==> src/rtl/quad_pkg.sv <==
// quad_pkg: shared types and the quadrature step decode for quad_decoder.
package quad_pkg;
  typedef enum logic {INIT, RUN} quad_state_t;
  typedef logic [1:0] ab_t;
  localparam logic [1:0] D_NONE = 2'd0;
  localparam logic [1:0] D_FWD  = 2'd1;
  localparam logic [1:0] D_ILL  = 2'd2;
  localparam logic [1:0] D_REV  = 2'd3;
  localparam logic [7:0] ERR_CNT_MAX = 8'd255;
  // {b,a} is a Gray code of the phase, so the binary phase difference gives the step
  function automatic logic [1:0] quad_delta(input ab_t prev, input ab_t cur);
    logic [1:0] p;
    logic [1:0] c;
    p = {prev[0], prev[0] ^ prev[1]};
    c = {cur[0], cur[0] ^ cur[1]};
    return c - p;
  endfunction
endpackage

==> src/rtl/quad_filter.sv <==
// quad_filter: synchroniser plus stability filter for one encoder channel.
module quad_filter #(
  parameter int SYNC_STAGES = 2,
  parameter int FILT_LEN = 4
) (
  input  logic clk,
  input  logic rst_n,
  input  logic raw,
  input  logic load,
  output logic sync,
  output logic filt
);
  logic [SYNC_STAGES-1:0] sr;
  logic [7:0] c;
  assign sync = sr[SYNC_STAGES-1];
  always_ff @(posedge clk or negedge rst_n) begin
    if (!rst_n) begin
      sr <= '0;
      c <= '0;
      filt <= 1'b0;
    end else begin
      sr <= {sr[SYNC_STAGES-2:0], raw};
      if (load || sync == filt || c == 8'(FILT_LEN - 1)) begin
        filt <= sync;
        c <= '0;
      end else c <= c + 8'd1;
    end
  end
endmodule

==> src/rtl/quad_decoder.sv <==
// quad_decoder: x4 quadrature decoder with filtering, wrapping count and illegal-transition tracking.
module quad_decoder
  import quad_pkg::*;
#(
  parameter int CNT_W = 32,
  parameter int SYNC_STAGES = 2,
  parameter int FILT_LEN = 4
) (
  input  logic             clk_clk,
  input  logic             reset_reset_n,
  input  logic             enc_a,
  input  logic             enc_b,
  input  logic             clear,
  output logic [CNT_W-1:0] count,
  output logic             dir,
  output logic             step,
  output logic             err,
  output logic [7:0]       err_cnt
);
  quad_state_t state, state_nx;
  logic [8:0] init_cnt;
  logic a_s, b_s, f_a, f_b, init;
  ab_t prev, cur;
  logic [1:0] d;
  assign init = state == INIT;
  assign cur = {f_a, f_b};
  assign d = quad_delta(prev, cur);
  quad_filter #(.SYNC_STAGES(SYNC_STAGES), .FILT_LEN(FILT_LEN)) u_a (
    .clk(clk_clk), .rst_n(reset_reset_n), .raw(enc_a), .load(init), .sync(a_s), .filt(f_a)
  );
  quad_filter #(.SYNC_STAGES(SYNC_STAGES), .FILT_LEN(FILT_LEN)) u_b (
    .clk(clk_clk), .rst_n(reset_reset_n), .raw(enc_b), .load(init), .sync(b_s), .filt(f_b)
  );
  always_comb state_nx = (init && init_cnt == 9'(SYNC_STAGES + FILT_LEN - 1)) ? RUN : state;
  always_ff @(posedge clk_clk or negedge reset_reset_n) begin
    if (!reset_reset_n) state <= INIT;
    else state <= state_nx;
  end
  // INIT tracks the synchronised pins so startup levels never decode as motion
  always_ff @(posedge clk_clk or negedge reset_reset_n) begin
    if (!reset_reset_n) begin
      init_cnt <= '0;
      prev <= '0;
      count <= '0;
      dir <= 1'b0;
      step <= 1'b0;
      err <= 1'b0;
      err_cnt <= '0;
    end else begin
      init_cnt <= init ? init_cnt + 9'd1 : init_cnt;
      prev <= init ? {a_s, b_s} : cur;
      step <= 1'b0;
      if (clear) begin
        count <= '0;
        err <= 1'b0;
        err_cnt <= '0;
      end else if (!init) begin
        if (d == D_FWD || d == D_REV) begin
          count <= (d == D_FWD) ? count + CNT_W'(1) : count - CNT_W'(1);
          dir <= d == D_FWD;
          step <= 1'b1;
        end else if (d == D_ILL) begin
          err <= 1'b1;
          if (err_cnt != ERR_CNT_MAX) err_cnt <= err_cnt + 8'd1;
        end
      end
    end
  end
endmodule

==> config.mk <==
export PLATFORM = sky130hd
export DESIGN_NAME = quad_decoder
export DESIGN_NICKNAME = d
export VERILOG_FILES = /design/src/rtl/quad_pkg.sv /design/src/rtl/quad_filter.sv /design/src/rtl/quad_decoder.sv
export SDC_FILE = /design/constraint.sdc
export NUM_CORES = 1
export LEC_CHECK = 0
export CAP_MARGIN = 10
export CORE_MARGIN = 5
export CORE_UTILIZATION = 45
export DETAILED_ROUTE_END_ITERATION = 8
export PLACE_DENSITY = 0.65
export SYNTH_ARGS = -nofsm -noshare
export SYNTH_HDL_FRONTEND = slang
export SYNTH_SLANG_ARGS = --single-unit
==> constraint.sdc <==
create_clock -name clk_clk -period 6.6 [get_ports clk_clk]
set_clock_uncertainty 0.1 [all_clocks]
set_input_delay 1.32 -clock clk_clk [delete_from_list [all_inputs] [get_ports clk_clk]]
set_output_delay 1.32 -clock clk_clk [all_outputs]
set_load 0.05 [all_outputs]
-- Word-level counts from Yosys, hierarchy flattened
Cells that the tools add are included.
- output and inout port bits: 43
- register bits: 77
- input bits: 5
- word-level logic and storage cells: 68
- equal/unequal tests: 10
- reduce and logical (&&, ||, !) cells: 14
- bitwise operators: 4
- multiplexer cells: 19
- add/sub/neg operators: 7
- operators with widths (operator ; number):
    32-bit two-way mux ; 4
    8-bit two-way mux ; 7
    32-bit by 1-bit adder with 32-bit output, second input constant ; 1
    32-bit by 1-bit subtractor with 32-bit output, second input constant ; 1
    8-bit by 1-bit adder with 8-bit output, second input constant ; 3
    8-bit by 2-bit equality test with 1-bit output, second input constant ; 2
    9-bit by 1-bit adder with 9-bit output, second input constant ; 1
    9-bit by 3-bit equality test with 1-bit output, second input constant ; 1
    8-bit != test, second input constant ; 1
    2-bit nonzero test ; 4
    1-bit two-way mux ; 7
    3-bit AND reduction ; 2
    1-bit logical OR ; 5
    2-bit equality test, second input constant ; 2
    4-bit AND reduction ; 1
    1-bit equality test ; 2
    2-bit by 1-bit equality test with 1-bit output, second input constant ; 1
    2-bit two-way mux ; 1
    2-bit != test, second input constant ; 1
    1-bit NOT ; 2
    2-bit AND reduction ; 1
    2-bit subtractor ; 1
    1-bit bitwise XOR ; 2
    1-bit logical AND ; 1

-- Longest topological paths before layout
- depth after elaboration: 7
- gate-level depth with buffers: 15
- depth with buffers taken out: 14

-- By module
A second synthesis with hierarchy kept.
- cell total of the unflattened synthesis: 573
- area, all modules: 5197.5 um^2
- by module, submodules not included (module ; cells each ; area an instance (um^2) ; seq. area each (um^2) ; times used):
    quad_decoder ; 485 ; 4204.0 ; 1376.3 ; 1
    quad_filter ; 44 ; 496.7 ; 275.3 ; 2

-- Least setup slack after synthesis
Ideal clock, no wire load.
- kind: register to register
- from: register u_b.filt
- to: register count[28]
- required time: 6.378 ns
- library setup time: 0.122 ns
- slack: 2.665 ns
- arrival time: 3.714 ns
- stages on the path, launching flop included: 15
- period minus slack after synthesis: 3.935 ns
- cells stage by stage: dfrtp_1 -> xnor2_1 -> ha_1 -> xnor2_1 -> xnor2_1 -> or2_2 -> ha_1 -> a21o_1 -> nor3b_2 -> o31ai_2 -> a211oi_2 -> o41ai_4 -> o22ai_1 -> mux2i_1 -> nand2_1
- cells in the longest elaborated chain, start to end: 7
- elaborated cells between the ends (all ways): 11
- classes of those cells: add/sub: 1; eq/ne: 2; mux: 4; bitwise: 1; reduce/logical: 3
- RTL lines (element ; line ; text):
    from (decl) ; quad_filter.sv:11 ; output logic filt
    from (signal assigned) ; quad_filter.sv:24 ; filt <= sync;
    1-bit bitwise XOR ; quad_pkg.sv:15 ; c = {cur[0], cur[0] ^ cur[1]};
    2-bit subtractor * ; quad_pkg.sv:16 ; return c - p;
    2-bit by 1-bit equality test with 1-bit output ; quad_decoder.sv:58, quad_decoder.sv:59 ;
    32-bit two-way mux ; quad_decoder.sv:59 ; count <= (d == D_FWD) ? count + CNT_W'(1) : count - CNT_W'(1);
    32-bit two-way mux ; quad_decoder.sv:58 ; if (d == D_FWD || d == D_REV) begin
    32-bit two-way mux ; quad_decoder.sv:57 ; end else if (!init) begin
    32-bit two-way mux ; quad_decoder.sv:53 ; if (clear) begin
    to (signal assigned) ; quad_decoder.sv:59 ;
    to (decl) ; quad_decoder.sv:14 ; output logic [CNT_W-1:0] count,
Mark *: on every way between the ends. The rest lies on a longest branch, timed or not. The select of a mux whose other input is x is not followed.
A chain may end at the register's enable or synchronous reset.

-- Worst setup path after layout
- from: register u_b.filt
- to: register count[24]
The elaborated chain is that of the path after synthesis.

==> results.json <==
{
  "setup_violations": 0,
  "ctsResizeCount": 0,
  "h-tree-depth": 3,
  "synthCells": 564,
  "rsz0062_at_grt": "no",
  "grt_remaining_overflow": 0,
  "gp_congestion": 0.866,
  "end_kind": "flop",
  "layout-drive-gt1-share_pct": 6.72,
  "wl_um": 11600,
  "critPathRequiredTime_ns": 6.72,
  "post-route-period-util_pct": 71.6,
  "finalSetupTns_ns": 0,
  "fin_nets": 654,
  "ys_warn_count": 0,
  "core-area_sq_um": 10900,
  "fp.dieH_um": 116,
  "post-route-drc-count": 0,
  "synth-async-reset-ratio_pct": 100,
  "min_from": "u_b.sr[0]$_DFF_PN0_",
  "cts.sinks": 77,
  "vias_per_cell": 5.58,
  "fp-row-count": 38,
  "cp-start-kind": "flop",
  "clock_path_buffers": 2,
  "grt_pass1_vias": 4167,
  "synth.distinct_cells": 60,
  "cap_violations": 0,
  "layout_min_cycle_time_ns": 4.72,
  "worstMarginPinSlew_ns": 0.984,
  "cts_tree": "built",
  "drtPass1Iterations": 4,
  "insertion_delay_ns": 0.34,
  "post_cts_buffers": 0,
  "wire_per_inst_um": 15.4,
  "hold_class": "reg2reg",
  "port_buffers": 47,
  "pin_count": 48,
  "diodes": 0,
  "critPathMaxFanout": 38,
  "grt.total_usage_pct": 18.4,
  "dpl.hpwl_um": 7920,
  "final_antenna_net_count": 0,
  "grt_antenna_before_repair": 0,
  "grt_max_degree": 78,
  "hold_viol": 0,
  "syn-mean-instance-area_sq_um": 8.97,
  "report.final.slew_viol_count": 0,
  "drt_iter0_markers": 240,
  "die_area_sq_um": 13500,
  "status": "complete, no violations",
  "worst_ep_arrival_time_ns": 4.85,
  "synth-edff-count": 0,
  "syn_nets": 613,
  "grt_pass1_wl_um": 19900,
  "max_slew_margin_pct": 34.4,
  "ff2ff_path_depth": 14,
  "yosysSeqAreaShare_pct": 38.1,
  "die_w_um": 116,
  "reg2reg_slack_ns": 1.88,
  "cp-startpoint": "u_b.filt$_DFFE_PN0N_",
  "synth-seq-cells": 77,
  "initial_core_util_pct": 46.3,
  "clk_pin_slew_ns": 0.07,
  "ctsHoldBuffers": 0,
  "cts_made_buffers": 9,
  "worstReg2RegStart": "u_b.filt$_DFFE_PN0N_",
  "crit_end": "count[24]$_DFFE_PN0P_",
  "syn2layout_area_growth_pct": 17.4,
  "reg2reg_to": "count[24]$_DFFE_PN0P_",
  "vias": 4185,
  "fmax_mhz": 212,
  "cts_root_buf": "clkbuf_16",
  "crit_type": "reg2reg",
  "ys.flop_type": "dfrtp_1",
  "synth_area_sq_um": 5060
}
[cell usage after synthesis (all sizes together) (3+ instances only)]
cell type  count  area (sq um)
dfrtp         77          1930
nand2         67           251
nor2          51           191
a21oi         50           254
ha            43           538
nand3         35           180
o21ai         28           144
xnor2         28           245
xor2          22           193
clkbuf        18          67.6
a21o          16           120
nor3          14          70.1
inv           12          45.0
and3           9          56.3
nand2b         7          43.8
nand4          7          43.8
a31oi          6          37.5
o211ai         6          45.0
or3            5          32.5
a211oi         4          40.0
mux2           4          45.0
mux2i          4          40.0
a211o          3          26.3
nand3b         3          22.5
nor2b          3          18.8
nor4           3          18.8
nor4b          3          26.3
o31ai          3          27.5
o41ai          3          52.6
or2            3          18.8
or4            3          23.8
[cells in the final DEF, fill, tap and decap left out, types with 3 or more instances in the layout]
master,instances
a211o_1,3
a21o_1,16
a21oi_1,49
a31oi_1,6
and3_1,9
buf_4,4
clkbuf_16,9
clkdlybuf4s50_1,46
dfrtp_1,77
ha_1,43
inv_1,12
inv_6,3
mux2_2,4
mux2i_1,4
nand2_1,67
nand2b_1,7
nand3_1,34
nand3b_1,3
nand4_1,7
nor2_1,51
nor3_1,14
nor4_1,3
nor4b_1,3
o211ai_1,6
o21ai_0,21
o21ai_1,6
or2_2,3
or3_1,4
xnor2_1,28
xor2_1,22
[worst min path at each step]
stage	to	slack (ns)	cells after the start
after floorplan	u_a.sr[1]$_DFF_PN0_	0.23	0
after global placement	u_a.sr[1]$_DFF_PN0_	0.24	0
after detailed placement	u_b.sr[1]$_DFF_PN0_	0.24	0
after CTS	u_b.sr[1]$_DFF_PN0_	0.26	0
after global routing	u_a.sr[1]$_DFF_PN0_	0.27	0
final	u_b.sr[1]$_DFF_PN0_	0.25	0
[cells by family after synthesis]
kind of cell	share of synthesized area [%]
DFF	38.1
AOI/OAI and AO/OA	17.3
muxes	1.68
xor gates and xnor gates	8.65
adders and majority gates	11.0
buffers and inverters	2.37
and+or+nand+nor	20.9
[routing by layer]
layer  vias up  global-route usage [%]  part of all wire [%]
met5         -                       0                     0
met4         0                    6.34                  0.92
met3         9                    3.60                   4.7
met2        78                    31.0                    48
met1      1997                    23.6                    46
li1       2101                       -                     -
[state kept, by name (all words and copies together), names as in the netlist, 2 cells and up]
register  cells
err_cnt       8
u_b.c         8
init_cnt      9
u_b.sr        2
u_a.c         8
count        32
prev          2
u_a.sr        2
[worst max-delay path, stage by stage (launching register included)]
cell,delay (ns)
dfrtp_1,0.45
xnor2_1,0.16
ha_1,0.21
xnor2_1,0.13
xnor2_1,0.49
or2_2,0.75
ha_1,0.38
a21oi_1,0.22
o21ai_2,0.11
o31ai_2,0.45
a211oi_2,0.18
o41ai_4,0.49
o21ai_1,0.17
mux2i_1,0.19
nand2_1,0.08
[through the flow]
step	instance area, sq um	util [%]	cells	worst slack, ns	hold slack, ns
floorplan	5060	-	564	2.66	0.231
global placement	5650	51.7	734	2.14	0.240
detailed placement	5650	51.7	734	1.87	0.241
CTS	5940	54.3	750	1.86	0.257
global route	5940	54.3	750	1.48	0.267
finish	5940	54.3	750	1.88	0.252
[area by class of cell]
class | count | area, sq um
Timing Repair Buffer | 50 | 490
Tap cell | 140 | 175
Clock inverter | 7 | 63.8
Multi-Input combinational cell | 455 | 3020
Inverter | 12 | 45.0
Sequential cell | 77 | 1930
Clock buffer | 9 | 225
Fill cell | 995 | 4990
Power is not shown: default switching activity piles up to over one toggle a cycle in this logic, so the estimate is an artifact.
